`src/rtl/conv_pkg.sv`:
```
// Shared definitions for the convolver window shift register:
// default sizes, window-length clamping and flat-bus slice helpers.
package conv_pkg;

    localparam int DEFAULT_DATA_WIDTH = 32;
    localparam int DEFAULT_DEPTH      = 3;
    localparam int DEFAULT_LANES      = 1;

    // Effective window length: 0 means a window of one, and anything
    // beyond the physical chain collapses to the full chain.
    function automatic int clamp_len(input int cfg, input int depth);
        if (cfg < 1) begin
            return 1;
        end
        if (cfg > depth) begin
            return depth;
        end
        return cfg;
    endfunction

    // LSB of lane l inside a LANES*DATA_WIDTH bus.
    function automatic int lane_base(input int lane, input int data_width);
        return lane * data_width;
    endfunction

    // LSB of lane l, position i inside a LANES*DEPTH*DATA_WIDTH bus.
    function automatic int pos_base(input int lane, input int pos,
                                    input int depth, input int data_width);
        return (lane * depth + pos) * data_width;
    endfunction

endpackage

```
`src/rtl/window_shift_register_if.sv`:
```
// Handshake / data bundle for window_shift_register.
// The flush signal exists only when SHIFT_REG_FLUSH_EN is defined.
// master = environment (producer + consumer), slave = the shift register.
interface window_shift_register_if #(
    parameter int DATA_WIDTH = 32,
    parameter int DEPTH      = 3,
    parameter int LANES      = 1,
    parameter int LEN_W      = $clog2(DEPTH + 1)
);
    logic [LEN_W-1:0]                  cfg_length;
    logic                              in_valid;
    logic                              in_ready;
    logic [LANES*DATA_WIDTH-1:0]       shift_in;
    logic                              out_valid;
    logic                              out_ready;
    logic [LANES*DEPTH*DATA_WIDTH-1:0] data_out;
    logic                              evict_valid;
    logic [LANES*DATA_WIDTH-1:0]       evict_data;
    logic [LEN_W-1:0]                  fill_count;
`ifdef SHIFT_REG_FLUSH_EN
    logic                              flush;

    modport master (
        output cfg_length, in_valid, shift_in, out_ready, flush,
        input  in_ready, out_valid, data_out, evict_valid, evict_data, fill_count
    );

    modport slave (
        input  cfg_length, in_valid, shift_in, out_ready, flush,
        output in_ready, out_valid, data_out, evict_valid, evict_data, fill_count
    );
`else
    modport master (
        output cfg_length, in_valid, shift_in, out_ready,
        input  in_ready, out_valid, data_out, evict_valid, evict_data, fill_count
    );

    modport slave (
        input  cfg_length, in_valid, shift_in, out_ready,
        output in_ready, out_valid, data_out, evict_valid, evict_data, fill_count
    );
`endif
endinterface

```
`src/rtl/shift_lane.sv`:
```
// One lane of the window: a DEPTH x DATA_WIDTH register chain that shifts
// on shift_en (pos 0 = newest) and exposes the element at pos tap_len-1.
module shift_lane #(
    parameter int DATA_WIDTH = 32,
    parameter int DEPTH      = 3,
    parameter int LEN_W      = $clog2(DEPTH + 1)
) (
    input  logic                        clock,
    input  logic                        reset_n,
    input  logic                        shift_en,
    input  logic                        clear,
    input  logic [DATA_WIDTH-1:0]       din,
    input  logic [LEN_W-1:0]            tap_len,
    output logic [DEPTH*DATA_WIDTH-1:0] taps,
    output logic [DATA_WIDTH-1:0]       tap
);

    logic [DATA_WIDTH-1:0] data [DEPTH];

    // Register chain: clear wins over shift; the whole physical chain moves.
    // NOTE: the chain is reset explicitly -- the window contents are visible
    // on data_out, so they must come out of reset as zero, not X.
    always_ff @(posedge clock or negedge reset_n) begin
        if (!reset_n) begin
            for (int i = 0; i < DEPTH; i++) begin
                data[i] <= '0;
            end
        end else if (clear) begin
            for (int i = 0; i < DEPTH; i++) begin
                data[i] <= '0;
            end
        end else if (shift_en) begin
            // NOTE: non-blocking assignments let every stage read its
            // neighbour's pre-edge value regardless of loop order.
            data[0] <= din;
            for (int i = 1; i < DEPTH; i++) begin
                data[i] <= data[i-1];
            end
        end
    end

    // Flatten the chain onto the lane's slice of data_out.
    for (genvar i = 0; i < DEPTH; i++) begin : g_tap
        assign taps[i*DATA_WIDTH +: DATA_WIDTH] = data[i];
    end

    // Eviction tap: element at pos tap_len-1 (tap_len is always 1..DEPTH).
    always_comb begin
        // NOTE: default first so every path assigns tap and no latch forms.
        tap = data[0];
        for (int i = 1; i < DEPTH; i++) begin
            if (int'(tap_len) == i + 1) begin
                tap = data[i];
            end
        end
    end

endmodule

```
`src/rtl/window_shift_register.sv`:
```
// Multi-lane, variable-length window shift register with valid/ready
// handshake. Owns the handshake, fill counter, length latch and eviction
// register; each lane's data chain lives in shift_lane.
// Optional feature: define SHIFT_REG_FLUSH_EN to add the synchronous flush.
module window_shift_register
    import conv_pkg::*;
#(
    parameter int DATA_WIDTH = DEFAULT_DATA_WIDTH,
    parameter int DEPTH      = DEFAULT_DEPTH,
    parameter int LANES      = DEFAULT_LANES
) (
    input logic                    clock,
    input logic                    reset_n,
    window_shift_register_if.slave bus
);

    localparam int LEN_W = $clog2(DEPTH + 1);

    logic [LEN_W-1:0]                  eff_len;
    logic [LEN_W-1:0]                  len_q;
    logic [LEN_W-1:0]                  fill_count_q;
    logic                              full;
    logic                              shift;
    logic                              len_change;
    logic                              flush_req;
    logic                              in_ready_int;
    logic                              evict_valid_q;
    logic [LANES*DATA_WIDTH-1:0]       evict_data_q;
    logic [LANES*DATA_WIDTH-1:0]       tap_bus;
    logic [LANES*DEPTH*DATA_WIDTH-1:0] data_bus;

`ifdef SHIFT_REG_FLUSH_EN
    assign flush_req = bus.flush;
`else
    assign flush_req = 1'b0;
`endif

    // Window geometry and handshake. A full window blocks new input until
    // the consumer takes it; flush blocks input outright.
    assign eff_len      = LEN_W'(clamp_len(int'(bus.cfg_length), DEPTH));
    assign full         = (fill_count_q == eff_len);
    assign len_change   = (len_q != eff_len);
    assign in_ready_int = !flush_req && (!full || bus.out_ready);
    assign shift        = bus.in_valid && in_ready_int;

    // Per-lane data chains, all shifting in lockstep.
    for (genvar l = 0; l < LANES; l++) begin : g_lane
        shift_lane #(
            .DATA_WIDTH (DATA_WIDTH),
            .DEPTH      (DEPTH),
            .LEN_W      (LEN_W)
        ) u_lane (
            .clock    (clock),
            .reset_n  (reset_n),
            .shift_en (shift),
            .clear    (flush_req),
            .din      (bus.shift_in[lane_base(l, DATA_WIDTH) +: DATA_WIDTH]),
            .tap_len  (eff_len),
            .taps     (data_bus[pos_base(l, 0, DEPTH, DATA_WIDTH) +: DEPTH*DATA_WIDTH]),
            .tap      (tap_bus[lane_base(l, DATA_WIDTH) +: DATA_WIDTH])
        );
    end

    // Fill counter, length latch and eviction register.
    // A length change restarts filling but keeps the data; a shift while full
    // slides the window and captures the element falling off its end.
    always_ff @(posedge clock or negedge reset_n) begin
        if (!reset_n) begin
            len_q         <= '0;
            fill_count_q  <= '0;
            evict_valid_q <= 1'b0;
            evict_data_q  <= '0;
        end else begin
            len_q         <= eff_len;
            evict_valid_q <= 1'b0;
            if (flush_req || len_change) begin
                fill_count_q <= '0;
            end else if (shift && !full) begin
                fill_count_q <= fill_count_q + LEN_W'(1);
            end
            if (shift && full) begin
                evict_valid_q <= 1'b1;
                evict_data_q  <= tap_bus;
            end
        end
    end

    assign bus.in_ready    = in_ready_int;
    assign bus.out_valid   = full;
    assign bus.data_out    = data_bus;
    assign bus.evict_valid = evict_valid_q;
    assign bus.evict_data  = evict_data_q;
    assign bus.fill_count  = fill_count_q;

endmodule

```
`src/flat_wrapper.sv`:
```
// flat-port wrapper written by rule: the top's interface ports become plain ports
module window_shift_register_flat import conv_pkg::*;
#(
    parameter int DATA_WIDTH = DEFAULT_DATA_WIDTH,
    parameter int DEPTH      = DEFAULT_DEPTH,
    parameter int LANES      = DEFAULT_LANES
)
  (clock, reset_n, bus_cfg_length, bus_in_valid, bus_shift_in, bus_out_ready, bus_in_ready, bus_out_valid, bus_data_out, bus_evict_valid, bus_evict_data, bus_fill_count);
  window_shift_register_if #(.DATA_WIDTH(DATA_WIDTH), .DEPTH(DEPTH), .LANES(LANES)) bus_i ();
  input logic clock;
  input logic reset_n;
  input wire logic [$bits(bus_i.cfg_length)-1:0] bus_cfg_length;
  input wire logic [$bits(bus_i.in_valid)-1:0] bus_in_valid;
  input wire logic [$bits(bus_i.shift_in)-1:0] bus_shift_in;
  input wire logic [$bits(bus_i.out_ready)-1:0] bus_out_ready;
  output wire logic [$bits(bus_i.in_ready)-1:0] bus_in_ready;
  output wire logic [$bits(bus_i.out_valid)-1:0] bus_out_valid;
  output wire logic [$bits(bus_i.data_out)-1:0] bus_data_out;
  output wire logic [$bits(bus_i.evict_valid)-1:0] bus_evict_valid;
  output wire logic [$bits(bus_i.evict_data)-1:0] bus_evict_data;
  output wire logic [$bits(bus_i.fill_count)-1:0] bus_fill_count;
  assign bus_i.cfg_length = bus_cfg_length;
  assign bus_i.in_valid = bus_in_valid;
  assign bus_i.shift_in = bus_shift_in;
  assign bus_i.out_ready = bus_out_ready;
  assign bus_in_ready = bus_i.in_ready;
  assign bus_out_valid = bus_i.out_valid;
  assign bus_data_out = bus_i.data_out;
  assign bus_evict_valid = bus_i.evict_valid;
  assign bus_evict_data = bus_i.evict_data;
  assign bus_fill_count = bus_i.fill_count;
  window_shift_register #(.DATA_WIDTH(DATA_WIDTH), .DEPTH(DEPTH), .LANES(LANES)) u_core (.clock(clock), .reset_n(reset_n), .bus(bus_i));
endmodule
```
`config.mk`:
```
export PLATFORM = sky130hd
export DESIGN_NAME = window_shift_register_flat
export DESIGN_NICKNAME = d
export VERILOG_FILES = /design/src/rtl/conv_pkg.sv /design/src/rtl/window_shift_register_if.sv /design/src/rtl/shift_lane.sv /design/src/rtl/window_shift_register.sv /design/src/flat_wrapper.sv
export SDC_FILE = /design/constraint.sdc
export NUM_CORES = 1
export LEC_CHECK = 0
export CORE_MARGIN = 4
export CORE_UTILIZATION = 45
export CTS_BUF_LIST = sky130_fd_sc_hd__clkbuf_16
export CTS_CLUSTER_DIAMETER = 50
export DETAILED_ROUTE_END_ITERATION = 6
export MAX_ROUTING_LAYER = met4
export PLACE_DENSITY_LB_ADDON = 0.3
export SLEW_MARGIN = 20
export SYNTH_ARGS = -nofsm -noshare
export SYNTH_HDL_FRONTEND = slang
export SYNTH_SLANG_ARGS = --single-unit
```
`constraint.sdc`:
```
create_clock -name clock -period 4.25 [get_ports clock]
set_clock_uncertainty 0.15 [all_clocks]
set_input_delay 0.6375 -clock clock [delete_from_list [all_inputs] [get_ports clock]]
set_output_delay 0.6375 -clock clock [all_outputs]
set_load 0.1 [all_outputs]
```
==> impl_metrics.toml <==
[run_status]
status = "finished, final reports clean"

[sta]
finalSetupTns_ns = 0
hold_viol = 0
finalCriticalPeriod_ns = 2.911
tightest_slew_ns = 1.035
max_freq_mhz = 343.5
post-route-period-util_pct = 68.50
max_slew_margin_pct = 30.76
hold_ws_ns = 0.1922
setup_viol = 0
rsz0062_at_grt = "no"
drv_slew = 0

[final_layout]
nets = 650
fillers = 984
drive_gt1_share_pct = 14.95
syn_to_final_growth_pct = 40.13
fin_cells = 790
antenna_cells = 0

[setup_path]
startpoint_type = "flip-flop"
cp_num_buf_inv = 1
crit_type = "flip-flop to output port"
crit_family = "buffers and inverters"
cp_slowest_cell = "clkdlybuf4s50_1"
max_stage_delay_ns = 1.20
cp_max_fo = 9
path_cells = "clkdlybuf4s50_1"
end_kind = "output port"
worstPathRequired_ns = 3.46
arrival_ns = 2.12

[grt]
grt_overflow = 0
antenna_found_initial = 0
grt_pass1_wl_mm = 21.45
grt_pass1_vias = 4270
grt_usage_pct = 19.50
grt_max_degree = 103

[clock_tree]
numCtsBuffers = 17
cts_tree = "done"
post_cts_resized = 0
clkTransAtPathRegs_ns = 0.05
cts_buffer_depth = 2
clkSinkCount = 133
hold_buffers = 0
root_buffer = "clkbuf_16"
htree_levels = 4
clk_latency_ns = 0.40
postCtsSetupBuffers = 0

[pwr]
p_switching_mw = 3.200
total_power_mw = 6.176
pwr-share-comb_pct = 51.8
swShare_pct = 51.82
peakVddDrop_v = 0.0004608
clkPwrFrac_pct = 19.4
p_per_area_nw_per_um2 = 781.4
power.leakage_nw = 3.421
power_frac_seq_pct = 28.8
intPower_mw = 2.976

[synth]
synth-simple-area-share_pct = 5.657
synth_nets = 486
synth_top_family_by_area = "multiplexers"
yosys_warnings = 0
synth_seq_area_share_pct = 59.01
netlist_instances = 448
synth_seq_cells = 133
synth_fa_ha_area_share_pct = 0
synth_compound_area_share_pct = 6.965
synth-xor-area-share_pct = 0.3106
yosysUniqueCellTypes = 28
syn_area_per_cell_um2 = 12.59
synth.area.mux_share_pct = 24.84
syn_area_um2 = 5640

[floorplan]
die_y_um = 120.0
die_area_um2 = 14390
die_w_um = 120.0
io_pins = 171
rows = 40
initial_utilization_pct = 46.38
coreArea_um2 = 12160

[drt]
route.detailed.drc = 0
drt_iter0_drc = 229
wl_per_cell_um = 16.78
drt_first_pass_iters = 5
route.vias.total = 4023
wl_mm = 13.26
detail_route.vias_per_cell = 5.092
postRouteAntennaNets = 0

[placement]
place.gp.congestion = 0.7562
dp_hpwl_mm = 8.737
dp.cells = 761
io_buffers = 170

[worst_hold_path]
hold_class = "primary input to asynchronous set/reset pin"

[job]
cap_violations = 0
placed cells by master, fill, tap and decap left out, types with 3 or more instances in the layout:
master / synthesis / layout
mux2i_1: 32 / 32
inv_1: 3 / 6
buf_4: 1 / 8
o21ai_0: 65 / 65
mux2_1: 40 / 40
clkinv_1: 0 / 5
nand2_1: 66 / 66
clkinv_2: 0 / 3
clkbuf_16: 0 / 17
dfrtp_1: 133 / 133
clkdlybuf4s50_1: 0 / 165
mux2_2: 56 / 56
cell usage after synthesis:
cell      number  area share [%]
dfrtp_1      133              59
nand2_1       66             4.4
o21ai_0       65             5.8
mux2_2        56              11
mux2_1        40             8.0
mux2i_1       32             5.7
clkbuf_1      12            0.80
buf_2         10            0.89
buf_6          5             1.0
buf_1          3            0.20
inv_1          3            0.20
a21oi_1        2            0.18
a31oi_1        2            0.22
nand2b_1       2            0.22
o22ai_1        2            0.22
or2_2          2            0.22
xnor2_1        2            0.31
a21o_1         1            0.13
a22oi_1        1            0.13
a31o_2         1            0.16
and4_1         1            0.16
and4b_1        1            0.18
buf_4          1            0.13
nand3_1        1           0.089
nor2b_1        1            0.11
nor3b_1        1            0.13
nor4b_1        1            0.16
o21ai_2        1            0.16
registers in the layout, summed over array words and instances, names as in the netlist:
register                   flops
u_core.bus.evict_valid         1
u_core.len_q                   2
u_core.g_lane.u_lane.taps     96
u_core.bus.evict_data         32
u_core.bus.fill_count          2
cell type report:
cell class	instances	area [µm²]	area share [%]
multi-input combinational	281	2143	27.12
tap	168	210.2	2.659
sequential	133	3328	42.11
clock inverter	12	52.55	0.6649
inverter	3	11.26	0.1425
clock buffer	17	425.4	5.382
timing repair buffer	176	1733	21.92
power groups by stage:
stage / Clock (mW) / Combinational [mW] / Sequential (mW)
final: 1.20 / 3.20 / 1.78
after global routing: 1.28 / 3.29 / 1.83
after CTS: 1.23 / 3.22 / 1.79
after detailed placement: 0 / 3.21 / 1.80
after global placement: 0 / 3.18 / 1.79
after floorplan: 0 / 0.373 / 3.83
layer usage:
metal / routed length [µm] / track usage [%]
met4: 178 / 6.514
met1: 5758 / 23.16
met5: 0 / -
met2: 6404 / 30.66
met3: 919 / 7.493
path summary, 6_finish.rpt:
path | from | end | slack (ns) | cells after the start
setup / recovery | u_core.bus.fill_count[0] | bus_fill_count[0] | 1.34 | 1
hold / removal | reset_n | u_core.g_lane[0].u_lane.taps[11] | 0.19 | 1
setup reg to reg | u_core.bus.fill_count[0] | u_core.g_lane[0].u_lane.taps[95] | 1.72 | 5
hold reg to reg | u_core.bus.evict_data[23] | u_core.bus.evict_data[23] | 0.32 | 2
max in group asynchronous | reset_n | u_core.g_lane[0].u_lane.taps[84] | 2.76 | 2
min in group clock | u_core.bus.evict_data[23] | u_core.bus.evict_data[23] | 0.32 | 2
logic make-up (layout without fill, tap and decap cells):
| family | count (synthesis) | after routing |
|---|---|---|
| buf+inv | 34 | 208 |
| compound gates | 75 | 75 |
| simple gates | 76 | 76 |
| xor+xnor | 2 | 2 |
| flops | 133 | 133 |
| mux | 128 | 128 |
metrics by stage:
stage | worst slack, ns | util, % | instance area, µm²
2_1_floorplan | 1.320 | - | 5640
5_1_grt | 1.280 | 64.99 | 7904
3_5_place_dp | 1.296 | 61.06 | 7426
6_report | 1.339 | 64.99 | 7904
3_3_place_gp | 1.407 | 61.06 | 7426
4_1_cts | 1.320 | 64.99 | 7904
Power figures use the tool's default switching activity.
==> patch 1 (same settings) <==
`DEFAULT_DEPTH`: 3 -> 6.
--- a/src/rtl/conv_pkg.sv
+++ b/src/rtl/conv_pkg.sv
@@ -5,3 +5,3 @@
     localparam int DEFAULT_DATA_WIDTH = 32;
-    localparam int DEFAULT_DEPTH      = 3;
+    localparam int DEFAULT_DEPTH      = 6;
     localparam int DEFAULT_LANES      = 1;
Interface: changed (resized bus_cfg_length, bus_data_out and bus_fill_count); port bits go from 171 to 269. No check against the original RTL was run, so the function may have changed too.
==> patch 1 against the original RTL <==
- area after synthesis grew 97%
- via count increased by 58%
- wire length rose by 89%
- critical path depth is the same
- largest cell class unchanged
- worst setup slack worse by 0.11 ns
- fmax decreased by 3.8%
- sequential power grew 78%
- sequential cell count up 98
- global-route usage fell by 0.86 points
- final area increased by 88%
- total power is 81% higher
- synthesized cell count rose by 40%
- highest routed layer unchanged
==> patch 1: results (changes against the original RTL) <==
[route]
num_vias = 6370  ; +58%
drtIter0Drc = 304  ; +33%
drt-total-wl_microns = 25100  ; +89%
dr.pass1.iters = 4  ; -1
vias_per_cell = 5.10  ; +0.15%

[clock_tree]
cts-htree-levels = 1  ; -3
cts_buffers = 30  ; +13
cts_hold_buf = 1  ; +1

[pwr]
power.leakage_nw = 6.53  ; +91%
vdd_drop_max_mv = 0.617  ; +34%
internal_power_mw = 5.64  ; +90%

[cells_and_area]
multi_input_area_sq_um = 4910  ; +130%
largest_reg_flops = 192  ; +100%
layout.nets = 942  ; +45%
fillers = 1826  ; +86%
clockNetworkAreaShare_pct = 6.25  ; +0.21 points
inverters = 2  ; -1
multiInputCombCellCount = 355  ; +26%
num-clock-buffers = 31  ; +14
seq_cell_count = 231  ; +74%
buf_share_pct = 19.0  ; -3.0 points

[placement]
dpl.hpwl_microns = 17000  ; +94%
numPortBuffers = 268  ; +58%
pre_cts_ws_ns = 1.01  ; -0.286 ns
dp_cells = 1193  ; +57%
gp_congestion = 0.784  ; +3.6%

[worst_setup_path]
worstPathArrival_ns = 2.24  ; +0.12 ns

[logic_synthesis]
synthTopCellsByArea = dfrtp_1 52%, mux2_4 23%, mux2_1 9.9%
syn-num-nets = 669  ; +38%
synth_area_per_cell_sq_um = 17.7  ; +40%
ys_types = 36  ; +29%
ys_top_cells_by_count = 231 x dfrtp_1, 170 x mux2_4, 98 x mux2_1

[outcome]
outcome = complete, no violations

[grt]
grt_pass1_vias = 6753  ; +58%
use_met1_pct = 25.0  ; +1.8 points
grtUsageMet2_pct = 29.8  ; -0.84 points
grt_pass1_wl_microns = 39500  ; +84%

[sta]
timing.hold.ws_ns = 0.362  ; +0.170 ns
tightest_slew_ns = 1.05  ; +0.0169 ns

patch 1: cell types whose count changed after synthesis, sizes merged, moves of 8 or more:
cell	before	now
buf	19	37
clkbuf	12	4
dfrtp	133	231
mux2	96	288
mux2i	32	2
mux4	0	32
nand2	66	6
o21ai	66	5
patch 1: worst max-delay path by stage:
stage	from	end	cells after the start	slack (ns)
2_1_floorplan	u_core.bus.fill_count[1]	bus_in_ready	4	0.37
3_3_place_gp	bus_cfg_length[2]	u_core.g_lane[0].u_lane.taps[98]	6	1.06
3_5_place_dp	bus_cfg_length[2]	u_core.g_lane[0].u_lane.taps[99]	6	1.01
4_1_cts	u_core.bus.fill_count[1]	bus_fill_count[1]	1	1.21
5_1_grt	bus_cfg_length[2]	bus_in_ready	6	1.10
6_report	u_core.bus.fill_count[0]	bus_fill_count[0]	1	1.22
patch 1: power groups by stage:
stage                     clock network (mW)  registers (mW)  logic, mW
after detailed placement                   0            3.19       5.75
final                                   2.32            3.16       5.72
after global routing                    2.50            3.24       5.86
after floorplan                            0            6.56       1.02
after CTS                               2.39            3.16       5.76
after global placement                     0            3.18       5.72
patch 1: stage by stage:
stage | util [%] | cell area [sq um]
detailed placement | 57.2 | 13900
CTS | 61.0 | 14800
global route | 61.0 | 14800
global placement | 57.2 | 13900
floorplan | - | 11100
finish | 61.0 | 14800
patch 1: kinds of logic after synthesis:
logic type                 share of synthesized area, %
muxes                                              41.6
DFF                                                52.0
buffers and inverters                              3.95
and+or+nand+nor                                    1.14
AOI/OAI and AO/OA                                  1.09
xor gates and xnor gates                          0.158
adders and majority gates                         0.113
patch 1: layer usage:
metal	vias to the layer above	wire length, microns	part of all wire [%]
li1	2894	-	-
met1	3278	11100	44
met3	36	1230	4.9
met5	-	0	0
met4	0	593	2.4
met2	162	12100	48
==> patch 2 (same flow settings) <==
Without the edit above. Make the reset (`reset_n`) synchronous in 2 clocked blocks.
--- a/src/rtl/shift_lane.sv
+++ b/src/rtl/shift_lane.sv
@@ -22,3 +22,3 @@
     // on data_out, so they must come out of reset as zero, not X.
-    always_ff @(posedge clock or negedge reset_n) begin
+    always_ff @(posedge clock) begin
         if (!reset_n) begin
--- a/src/rtl/window_shift_register.sv
+++ b/src/rtl/window_shift_register.sv
@@ -66,3 +66,3 @@
     // slides the window and captures the element falling off its end.
-    always_ff @(posedge clock or negedge reset_n) begin
+    always_ff @(posedge clock) begin
         if (!reset_n) begin
Formal check against the unedited RTL: differs if reset_n is asserted again (counterexample within 4 cycles, from zero or initial values and one cycle with reset_n low); with reset_n held inactive, the same outputs for 4 cycles.
==> patch 2 against the original RTL <==
- non-clock buffer count rose by 1
- area after synthesis increased by 3.1%
- final area grew 2.1%
- wire length is 4.1% higher
- register-to-register slack worse by 0.43 ns
- largest cell class unchanged
- sequential cell count stayed put
- core utilization is 1.1 points lower
- worst setup slack lost 0.17 ns
- sequential share of layout area increased by 2.8 points
Power is not compared: it rests on default switching activity, and its combinational part moved more than twofold at a synthesized area within 25%.
==> patch 2: results (changes against the original RTL) <==
[worst_setup_path]
critPathTopFamily = buffers and inverters
slowest_stage = o311a_4
r2r_cells = 4  ; -1
cp_slowest_stage_delay_ns = 0.72  ; -0.48 ns
critical_path.max_fanout = 97  ; +88
worstPathArrival_ns = 3.05  ; +0.93 ns

[logic_synthesis]
yosysSeqAreaShare_pct = 62.3  ; +3.3 points
synthTopCellsByArea = edfxtp_1 50%, dfxtp_1 13%, mux2i_1 11%
async_flop_share_pct = 0  ; -100 points
synth_xor_xnor_area_share_pct = 0.301  ; -0.0095 points
syn-num-nets = 501  ; +3.1%
synth_flop_cell = edfxtp_1
synth-edff-count = 96  ; +96
ys_warn_count = 0  ; unchanged
synthMuxAreaShare_pct = 11.0  ; -14 points
ys_types = 34  ; +21%
synth-compound-area-share_pct = 8.30  ; +1.3 points
synthAdderAreaFrac_pct = 0  ; unchanged
ys_top_cells_by_count = 96 x and3_1, 96 x edfxtp_1, 64 x mux2i_1

[cells_and_area]
top_register = u_core.g_lane.u_lane.data
layout.nets = 651  ; +0.15%
n_antenna_cell = 0  ; unchanged
layout-drive-gt1-share_pct = 7.03  ; -7.9 points
largest_reg_flops = 96  ; unchanged

[placement]
gp_congestion = 0.755  ; -0.15%
dpl.hpwl_microns = 8930  ; +2.3%
dpl_cell_area_sq_um = 7570  ; +1.9%
numPortBuffers = 170  ; unchanged

[pwr]
vdd_drop_max_mv = 0.263
power.leakage_nw = 3.56

[grt]
grtUsageTotal_pct = 19.3  ; -0.21 points
grt_max_degree = 98  ; -4.9%
grt_pass1_wl_microns = 21400  ; -0.42%
grt_pass1_vias = 4004  ; -6.2%
antenna_found_initial = 0  ; unchanged

[worst_hold_path]
hold_depth = 2
hold_class = flip-flop to flip-flop

[route]
num_vias = 4198  ; +4.3%
dr.pass1.iters = 4  ; -1
wl_per_cell_microns = 17.3  ; +3.1%
drtIter0Drc = 300  ; +31%

[clock_tree]
postCtsSetupRepairBufs = 0  ; unchanged
clockBufferDepth = 2  ; unchanged
clkTransAtPathRegs_ns = 0.06
cts_buffers = 17  ; unchanged
clk_latency_ns = 0.42  ; +0.02 ns
cts_resized = 0  ; unchanged
cts-htree-levels = 4  ; unchanged
clk_root_buffer_cell = clkbuf_16

[outcome]
outcome = complete, no violations

[sta]
tightest_slew_ns = 1.11  ; +0.0773 ns

## patch 2: where the power goes
group	leakage, nW	switching [mW]	internal, mW
logic	1.95	0.581	0.183
clock network	0.253	0.514	0.721
registers	1.36	0.0474	1.46
## patch 2: final cells by class
class                      count  area (sq um)
tap                          172           215
clock buffer                  17           425
timing repair buffer         177          1750
inverter                       2          7.51
clock inverter                15          73.8
fill                        1013          4550
sequential                   133          3620
multi-input combinational    282          1970
## patch 2: worst register-to-register path, cell delays in order, from the launching register on
cell and delay (ns):
dfxtp_1 0.47, xor2_1 0.34, o311a_4 0.76, nand2b_4 0.60, buf_4 0.33
## patch 2: per-stage QoR
| step | utilization, % | power, mW | std cells | setup slack, ns |
|---|---|---|---|---|
| 2_1_floorplan | - | 2.11 | 463 | 0.343 |
| 3_3_place_gp | 60.0 | 2.29 | 766 | 0.859 |
| 3_5_place_dp | 60.0 | 2.30 | 766 | 0.770 |
| 4_1_cts | 63.9 | 3.53 | 798 | 1.22 |
| 5_1_grt | 63.9 | 3.63 | 798 | 0.987 |
| 6_report | 63.9 | 3.51 | 798 | 1.16 |
## patch 2: final timing paths
kind / start / to / slack, ns
max: bus_out_ready / u_core.g_lane[0].u_lane.data[0][2] / 1.16
min: u_core.bus.evict_data[4] / u_core.bus.evict_data[4] / 0.30
max reg2reg: u_core.bus.fill_count[0] / u_core.g_lane[0].u_lane.data[0][2] / 1.29
min reg2reg: u_core.bus.evict_data[4] / u_core.bus.evict_data[4] / 0.30
## patch 2: cell families (layout without fill, tap and decap cells)
| group | count (synthesis) | in the layout |
|---|---|---|
| AO/OA/AOI/OAI | 73 | 73 |
| XOR/XNOR | 2 | 2 |
| buffers and inverters | 48 | 211 |
| flip-flops | 133 | 133 |
| multiplexers | 64 | 64 |
| AND/OR/NAND/NOR | 143 | 143 |
## patch 2: layer usage
layer / track usage [%] / wire length (microns) / vias to the layer above
met3: 5.66 / 834 / 19
li1: - / - / 2013
met4: 7.35 / 240 / 0
met5: - / 0 / -
met2: 30.1 / 6880 / 147
met1: 23.9 / 5860 / 2019
